==> src/rtl/fetch_sequencer_if.sv <==
// Bus bundle between the fetch sequencer, instruction memory, decode and
// branch resolution. The master modport is the sequencer's view.
interface fetch_sequencer_if #(
  parameter int Width = 32
) ();
  logic             imem_req;
  logic [Width-1:0] imem_addr;
  logic             imem_gnt;
  logic             imem_rvalid;
  logic [Width-1:0] imem_rdata;
  logic             inst_valid;
  logic             inst_ready;
  logic [Width-1:0] inst_out;
  logic [Width-1:0] inst_pc;
  logic             redirect_valid;
  logic [Width-1:0] redirect_target;

  modport master (
    output imem_req, imem_addr, inst_valid, inst_out, inst_pc,
    input  imem_gnt, imem_rvalid, imem_rdata, inst_ready,
           redirect_valid, redirect_target
  );

  modport slave (
    input  imem_req, imem_addr, inst_valid, inst_out, inst_pc,
    output imem_gnt, imem_rvalid, imem_rdata, inst_ready,
           redirect_valid, redirect_target
  );
endinterface

==> src/rtl/fetch_sequencer.sv <==
// Instruction-fetch controller: owns the PC, requests words from instruction
// memory, buffers responses in a 2-entry queue and hands them to decode.
// Redirects flush the queue and discard responses still in flight.
//
//   state | meaning
//   RUN   | fetching; responses are queued toward decode
//   FLUSH | no requests; stale responses counted down and dropped
module fetch_sequencer #(
  parameter int               Width    = 32,
  parameter logic [Width-1:0] RESET_PC = '0
) (
  input logic               clk,
  input logic               rst,
  fetch_sequencer_if.master bus
);

  typedef enum logic {RUN = 1'b0, FLUSH = 1'b1} state_t;

  state_t           state, state_nxt;
  logic [Width-1:0] pc;
  logic [1:0]       outstanding, outstanding_nxt, occupancy;
  logic [Width-1:0] af_addr [2];
  logic [Width-1:0] q_data [2];
  logic [Width-1:0] q_pc [2];
  logic             req, accept, resp, push, pop, credit, af_idx, q_idx;

  // Outstanding + occupancy never exceeds 2, so a response always finds a
  // free queue slot and the write index collapses to a single bit.
  assign accept          = req & bus.imem_gnt;
  assign resp            = bus.imem_rvalid & (outstanding != 2'd0);
  assign pop             = (occupancy != 2'd0) & bus.inst_ready;
  assign push            = resp & (state == RUN) & ~bus.redirect_valid;
  assign credit          = ({1'b0, outstanding} + {1'b0, occupancy}) < 3'd2;
  assign outstanding_nxt = outstanding + {1'b0, accept} - {1'b0, resp};
  assign af_idx          = outstanding[0] & ~resp;
  assign q_idx           = occupancy[0] & ~pop;

  assign bus.imem_req   = req;
  assign bus.imem_addr  = pc;
  assign bus.inst_valid = (occupancy != 2'd0);
  assign bus.inst_out   = q_data[0];
  assign bus.inst_pc    = q_pc[0];

  // State register.
  always_ff @(posedge clk) begin
    if (rst) state <= RUN;
    else     state <= state_nxt;
  end

  // Next state and request; a redirect overrides whatever the state wanted.
  always_comb begin
    state_nxt = state;
    req       = 1'b0;
    case (state)
      RUN:     req = ~rst & ~bus.redirect_valid & credit;
      FLUSH:   if (outstanding_nxt == 2'd0) state_nxt = RUN;
      default: state_nxt = RUN;
    endcase
    if (bus.redirect_valid) state_nxt = (outstanding_nxt != 2'd0) ? FLUSH : RUN;
  end

  // PC and in-flight address tracking; in FLUSH the count is the discard count.
  always_ff @(posedge clk) begin
    if (rst) begin
      pc          <= RESET_PC;
      outstanding <= 2'd0;
      af_addr[0]  <= '0;
      af_addr[1]  <= '0;
    end else begin
      outstanding <= outstanding_nxt;
      if (bus.redirect_valid) pc <= {bus.redirect_target[Width-1:2], 2'b00};
      else if (accept)        pc <= pc + {{(Width-3){1'b0}}, 3'd4};
      if (resp)   af_addr[0]      <= af_addr[1];
      if (accept) af_addr[af_idx] <= pc;
    end
  end

  // Instruction queue toward decode; head always sits in slot 0.
  always_ff @(posedge clk) begin
    if (rst) begin
      occupancy <= 2'd0;
      q_data[0] <= '0;
      q_data[1] <= '0;
      q_pc[0]   <= '0;
      q_pc[1]   <= '0;
    end else if (bus.redirect_valid) begin
      occupancy <= 2'd0;
    end else begin
      if (pop) begin
        q_data[0] <= q_data[1];
        q_pc[0]   <= q_pc[1];
      end
      if (push) begin
        q_data[q_idx] <= bus.imem_rdata;
        q_pc[q_idx]   <= af_addr[0];
      end
      occupancy <= occupancy + {1'b0, push} - {1'b0, pop};
    end
  end

endmodule

==> src/flat_wrapper.sv <==
// flat-port wrapper written by rule: the top's interface ports become plain ports
module fetch_sequencer_flat 
#(
  parameter int               Width    = 32,
  parameter logic [Width-1:0] RESET_PC = '0
)
  (clk, rst, bus_imem_req, bus_imem_addr, bus_inst_valid, bus_inst_out, bus_inst_pc, bus_imem_gnt, bus_imem_rvalid, bus_imem_rdata, bus_inst_ready, bus_redirect_valid, bus_redirect_target);
  fetch_sequencer_if #(.Width(Width)) bus_i ();
  input logic clk;
  input logic rst;
  output wire logic [$bits(bus_i.imem_req)-1:0] bus_imem_req;
  output wire logic [$bits(bus_i.imem_addr)-1:0] bus_imem_addr;
  output wire logic [$bits(bus_i.inst_valid)-1:0] bus_inst_valid;
  output wire logic [$bits(bus_i.inst_out)-1:0] bus_inst_out;
  output wire logic [$bits(bus_i.inst_pc)-1:0] bus_inst_pc;
  input wire logic [$bits(bus_i.imem_gnt)-1:0] bus_imem_gnt;
  input wire logic [$bits(bus_i.imem_rvalid)-1:0] bus_imem_rvalid;
  input wire logic [$bits(bus_i.imem_rdata)-1:0] bus_imem_rdata;
  input wire logic [$bits(bus_i.inst_ready)-1:0] bus_inst_ready;
  input wire logic [$bits(bus_i.redirect_valid)-1:0] bus_redirect_valid;
  input wire logic [$bits(bus_i.redirect_target)-1:0] bus_redirect_target;
  assign bus_imem_req = bus_i.imem_req;
  assign bus_imem_addr = bus_i.imem_addr;
  assign bus_inst_valid = bus_i.inst_valid;
  assign bus_inst_out = bus_i.inst_out;
  assign bus_inst_pc = bus_i.inst_pc;
  assign bus_i.imem_gnt = bus_imem_gnt;
  assign bus_i.imem_rvalid = bus_imem_rvalid;
  assign bus_i.imem_rdata = bus_imem_rdata;
  assign bus_i.inst_ready = bus_inst_ready;
  assign bus_i.redirect_valid = bus_redirect_valid;
  assign bus_i.redirect_target = bus_redirect_target;
  fetch_sequencer #(.Width(Width), .RESET_PC(RESET_PC)) u_core (.clk(clk), .rst(rst), .bus(bus_i));
endmodule
==> config.mk <==
export PLATFORM = sky130hd
export DESIGN_NAME = fetch_sequencer_flat
export DESIGN_NICKNAME = d
export VERILOG_FILES = /design/src/rtl/fetch_sequencer_if.sv /design/src/rtl/fetch_sequencer.sv /design/src/flat_wrapper.sv
export SDC_FILE = /design/constraint.sdc
export NUM_CORES = 1
export LEC_CHECK = 0
export BUFFER_PORTS_ARGS = -buffer_cell sky130_fd_sc_hd__buf_2
export CAP_MARGIN = 15
export CORE_AREA = 2 2 150 152
export CTS_BUF_LIST = sky130_fd_sc_hd__clkbuf_4
export DETAILED_ROUTE_END_ITERATION = 10
export DIE_AREA = 0 0 152 154
export PLACE_DENSITY = 0.68
export SLEW_MARGIN = 15
export SYNTH_ARGS = -nofsm -noshare
export SYNTH_HDL_FRONTEND = slang
export SYNTH_SLANG_ARGS = --single-unit
==> constraint.sdc <==
create_clock -name clk -period 3.9 [get_ports clk]
set_clock_uncertainty 0.15 [all_clocks]
set_input_delay 0.78 -clock clk [delete_from_list [all_inputs] [get_ports clk]]
set_output_delay 0.78 -clock clk [all_outputs]
set_load 0.05 [all_outputs]
==> results.md <==
* Status: finished clean
* Detail Route Antenna Nets at 0
* Area leader, netlist: edfxtp_1
* 1st-pass router iterations at 5
* Max VDD drop at between 150 and 200 µV
* Final Slew Violations at 0
* Critical hold path startpoint: bus_redirect_target[8]
* Main area contributors after synthesis: edfxtp_1, nand2_1, dfxtp_1
* Hold path depth at 3
* Hold Path Class: primary input to flop
* Full die area at ~0.023 mm²
* Mapped Area at 0.00965 mm²
* # setup viols final at 0
* Residual DRC at 0
* Non-Filler Instances at between 1000 and 1500
* Avg Inst Size Synth at 10.9 µm²
* CTS clk-pin slew, worst paths at approximately 0.070 ns
* TritonCTS buffer count at 57
* EDFF count, synth at approximately 180
* Worst Path Required at between 2 and 3 ns
* Routed vias/inst at 4.98
* Synth Register Bits at ~220
* Largest net degree at the start of global routing at between 100 and 150
* Synth cell types at a little over 50
* Int Power at around 4 mW
* Final setup TNS at 0 ns
* WP data arrival at 2.50 ns
* Total chip power at 5.64 mW
* RD Place Congestion at around 0.78
* Largest family of logic cells by synthesized area: simple AND/OR/NAND/NOR gates
* GR Overflow Total at 0
* Post-CTS sizing at 0
* Placed cell count at ~1300
* Combinational Power Share at between 10% and 20%
* Initial antenna violation count at 1
* Slew HR at between 40% and 50%
* Worst reg-to-reg setup slack at ~0.55 ns
* Minimum clock period after layout at around 3.4 ns
* F_max at a little under 300 MHz
* Post-synth ARST share at 0%
* H-tree levels at 2
* Setup Fix Bufs, Post-CTS at 0
* Net Switching at between 1.5 and 2 mW
* CTS tree: yes
* Syn. warnings at 0
* Hold EP: u_core.bus.imem_addr[8]
* Min Hold Slack at 0.209 ns
* R2R Path End: u_core.state
* Vias in the first global route at 6525
* Clock power share at ~34%
* Most used DFF post-synth: edfxtp_1
* CTS Hold Bufs at 0
* Chip height at approximately 150 µm
* Num ports at 168
* Synth Area in Compound Gates at roughly a tenth
* # port buffers at approximately 160
* Synth-to-layout area growth at 18.6%
* Mux contribution to synthesized area at less than 1%
* Post-DP HPWL at 12300 µm
* RR Startpoint: u_core.outstanding[0]
* Row cnt at between 50 and 60
* Max Fanout on Critical Path at 3
* Final Net Count at ~1100
* Routed via count at between 6000 and 7000
* FILL cells at roughly 1900
* Sw Ratio at 29.0%
* Period utilization at 88.0%
* DRT Wirelength at approximately 20000 µm
* Share of layout cells above drive strength 1 at roughly a quarter
* WL/cell at 14.3 µm
* Core area at about 0.022 mm²
* Post-synthesis sequential area ratio at 64.5%
* RSZ-0062 raised after global routing: false
* All-layer global routing usage at between 10% and 20%
* Sequential share of power at roughly 50%
* Max-Cap Viols at 0
* Startpoint Class: flop
* CP Class: flop to primary output
* CTS Sinks at around 220
* Die width at around 150 µm
* PwrDens at roughly 490 mW/mm²
* Top-area cell type share of the netlist area at between 50 and 60%
* Worst-margin pin slew at 0.801 ns
* Reg2reg path depth at 12
* DRT iter0 DRCs at 431
* Post-synthesis xor/xnor area fraction at roughly 1.6%
* Root Buffer: clkbuf_4
* Global-route wire length before repair at about 33000 µm
* Syn Inst Count at just under 900
* Synth Area in Simple Gates at between 10% and 20%
* Skew-Pair Late Insertion Delay at roughly 0.66 ns
* Final Hold Vio Count at 0
* Initial Util at between 40% and 50%
* Maximum clock insertion buffer count at 3
* Pleak at between 4 and 5 nW
* Setup crit end kind: primary output
* Synth Area in Adders at between 1 and 1.5%
metrics by stage:
stage / util, % / worst slack, ns / instance area (µm²)
finish: 52.8 / 0.467 / 11400
global route: 52.8 / 0.314 / 11400
CTS: 52.8 / 0.397 / 11400
detailed placement: 49.4 / 0.570 / 10700
global placement: 49.4 / 0.577 / 10700
floorplan: - / 0.177 / 9660
per-layer routing:
layer | track usage [%] | share of wire [%]
met2 | 25.2 | 45
met4 | 5.83 | 1.8
met1 | 24.0 | 47
met3 | 4.40 | 6.8
met5 | 0 | 0
state kept, by name, indices dropped and copies added (netlist names):
name and flops:
u_core.state 1, u_core.bus.imem_addr 30, u_core.q_data 64, u_core.occupancy 2, u_core.af_addr 60, u_core.outstanding 2
u_core.q_pc 60
power by group through the flow:
stage,clock (mW),sequential [mW],combinational (mW)
detailed placement,0,2.92,0.845
global placement,0,2.92,0.832
floorplan,0,3.17,0.346
global route,2.14,2.90,0.910
finish,1.93,2.87,0.840
CTS,2.01,2.87,0.848
cells in the final DEF (no fill, tap or decap), types with 2 or more instances in the layout:
master | netlist | layout
buf_2 | 4 | 161
conb_1 | 1 | 4
xnor2_1 | 15 | 15
or4_1 | 2 | 2
o22ai_1 | 11 | 11
ha_1 | 7 | 7
edfxtp_1 | 184 | 184
nor2_1 | 19 | 17
dfxtp_1 | 35 | 35
a31oi_1 | 12 | 12
nand2_1 | 203 | 203
nand4_1 | 6 | 6
a22oi_1 | 2 | 2
clkinv_2 | 0 | 2
or3_1 | 4 | 4
and2_1 | 72 | 72
clkbuf_4 | 0 | 90
a211oi_1 | 3 | 3
clkinv_1 | 1 | 10
nor4_2 | 2 | 2
inv_1 | 13 | 13
nor4_1 | 7 | 7
buf_4 | 5 | 11
nand3_1 | 13 | 13
nor2b_1 | 3 | 3
nor3_1 | 15 | 14
a21oi_1 | 22 | 22
xor2_1 | 3 | 3
buf_12 | 0 | 4
and4_1 | 3 | 3
a32oi_1 | 2 | 2
o31a_1 | 2 | 2
o21ai_0 | 100 | 100
and3_1 | 34 | 33
or2_2 | 4 | 4
layout make-up:
| cell class | instances | area [µm²] | share of cell area (%) |
|---|---|---|---|
| sequential | 219 | 6230 | 54.4 |
| multi-input combinational | 586 | 3120 | 27.3 |
| timing repair buffer | 176 | 968 | 8.46 |
| clock buffer | 90 | 676 | 5.90 |
| tap | 280 | 350 | 3.06 |
| inverter | 14 | 52.6 | 0.459 |
| clock inverter | 12 | 47.5 | 0.415 |
| antenna | 1 | 2.50 | 0.0219 |
Yosys cell counts, types with 11 or more instances:
library cell / n
o21ai_0: 100
edfxtp_1: 184
nand3_1: 13
a31oi_1: 12
dfxtp_1: 35
o22ai_1: 11
nand2_1: 203
nor2_1: 19
clkbuf_1: 55
xnor2_1: 15
inv_1: 13
and2_1: 72
nor3_1: 15
a21oi_1: 22
and3_1: 34
how the worst max path moves through the flow:
| stage | from | endpoint | slack [ns] | cells after the start |
|---|---|---|---|---|
| 6_report | u_core.outstanding[0] | bus_imem_req | 0.47 | 6 |
| 5_1_grt | u_core.outstanding[0] | bus_imem_req | 0.31 | 6 |
| 4_1_cts | u_core.outstanding[0] | bus_imem_req | 0.40 | 6 |
| 3_5_place_dp | u_core.outstanding[0] | u_core.state | 0.57 | 12 |
| 3_3_place_gp | u_core.outstanding[0] | u_core.bus.imem_addr[2] | 0.58 | 11 |
| 2_1_floorplan | bus_inst_ready | u_core.q_data[0][0] | 0.18 | 5 |
cells by family after synthesis:
group | count (synthesis)
AOI/OAI and AO/OA | 163
buffers and inverters | 82
muxes | 1
DFF | 219
and+or+nand+nor | 392
other | 1
adders and majority gates | 8
xor gates and xnor gates | 18
critical path, cell delays in order, from the launching register on:
cell and delay [ns]:
dfxtp_1 0.36, inv_1 0.07, nor2_1 0.13, fa_1 0.43
or4_1 0.47, nor2_1 0.11, buf_2 0.27
Note: power is estimated with default switching activity, not from simulation.
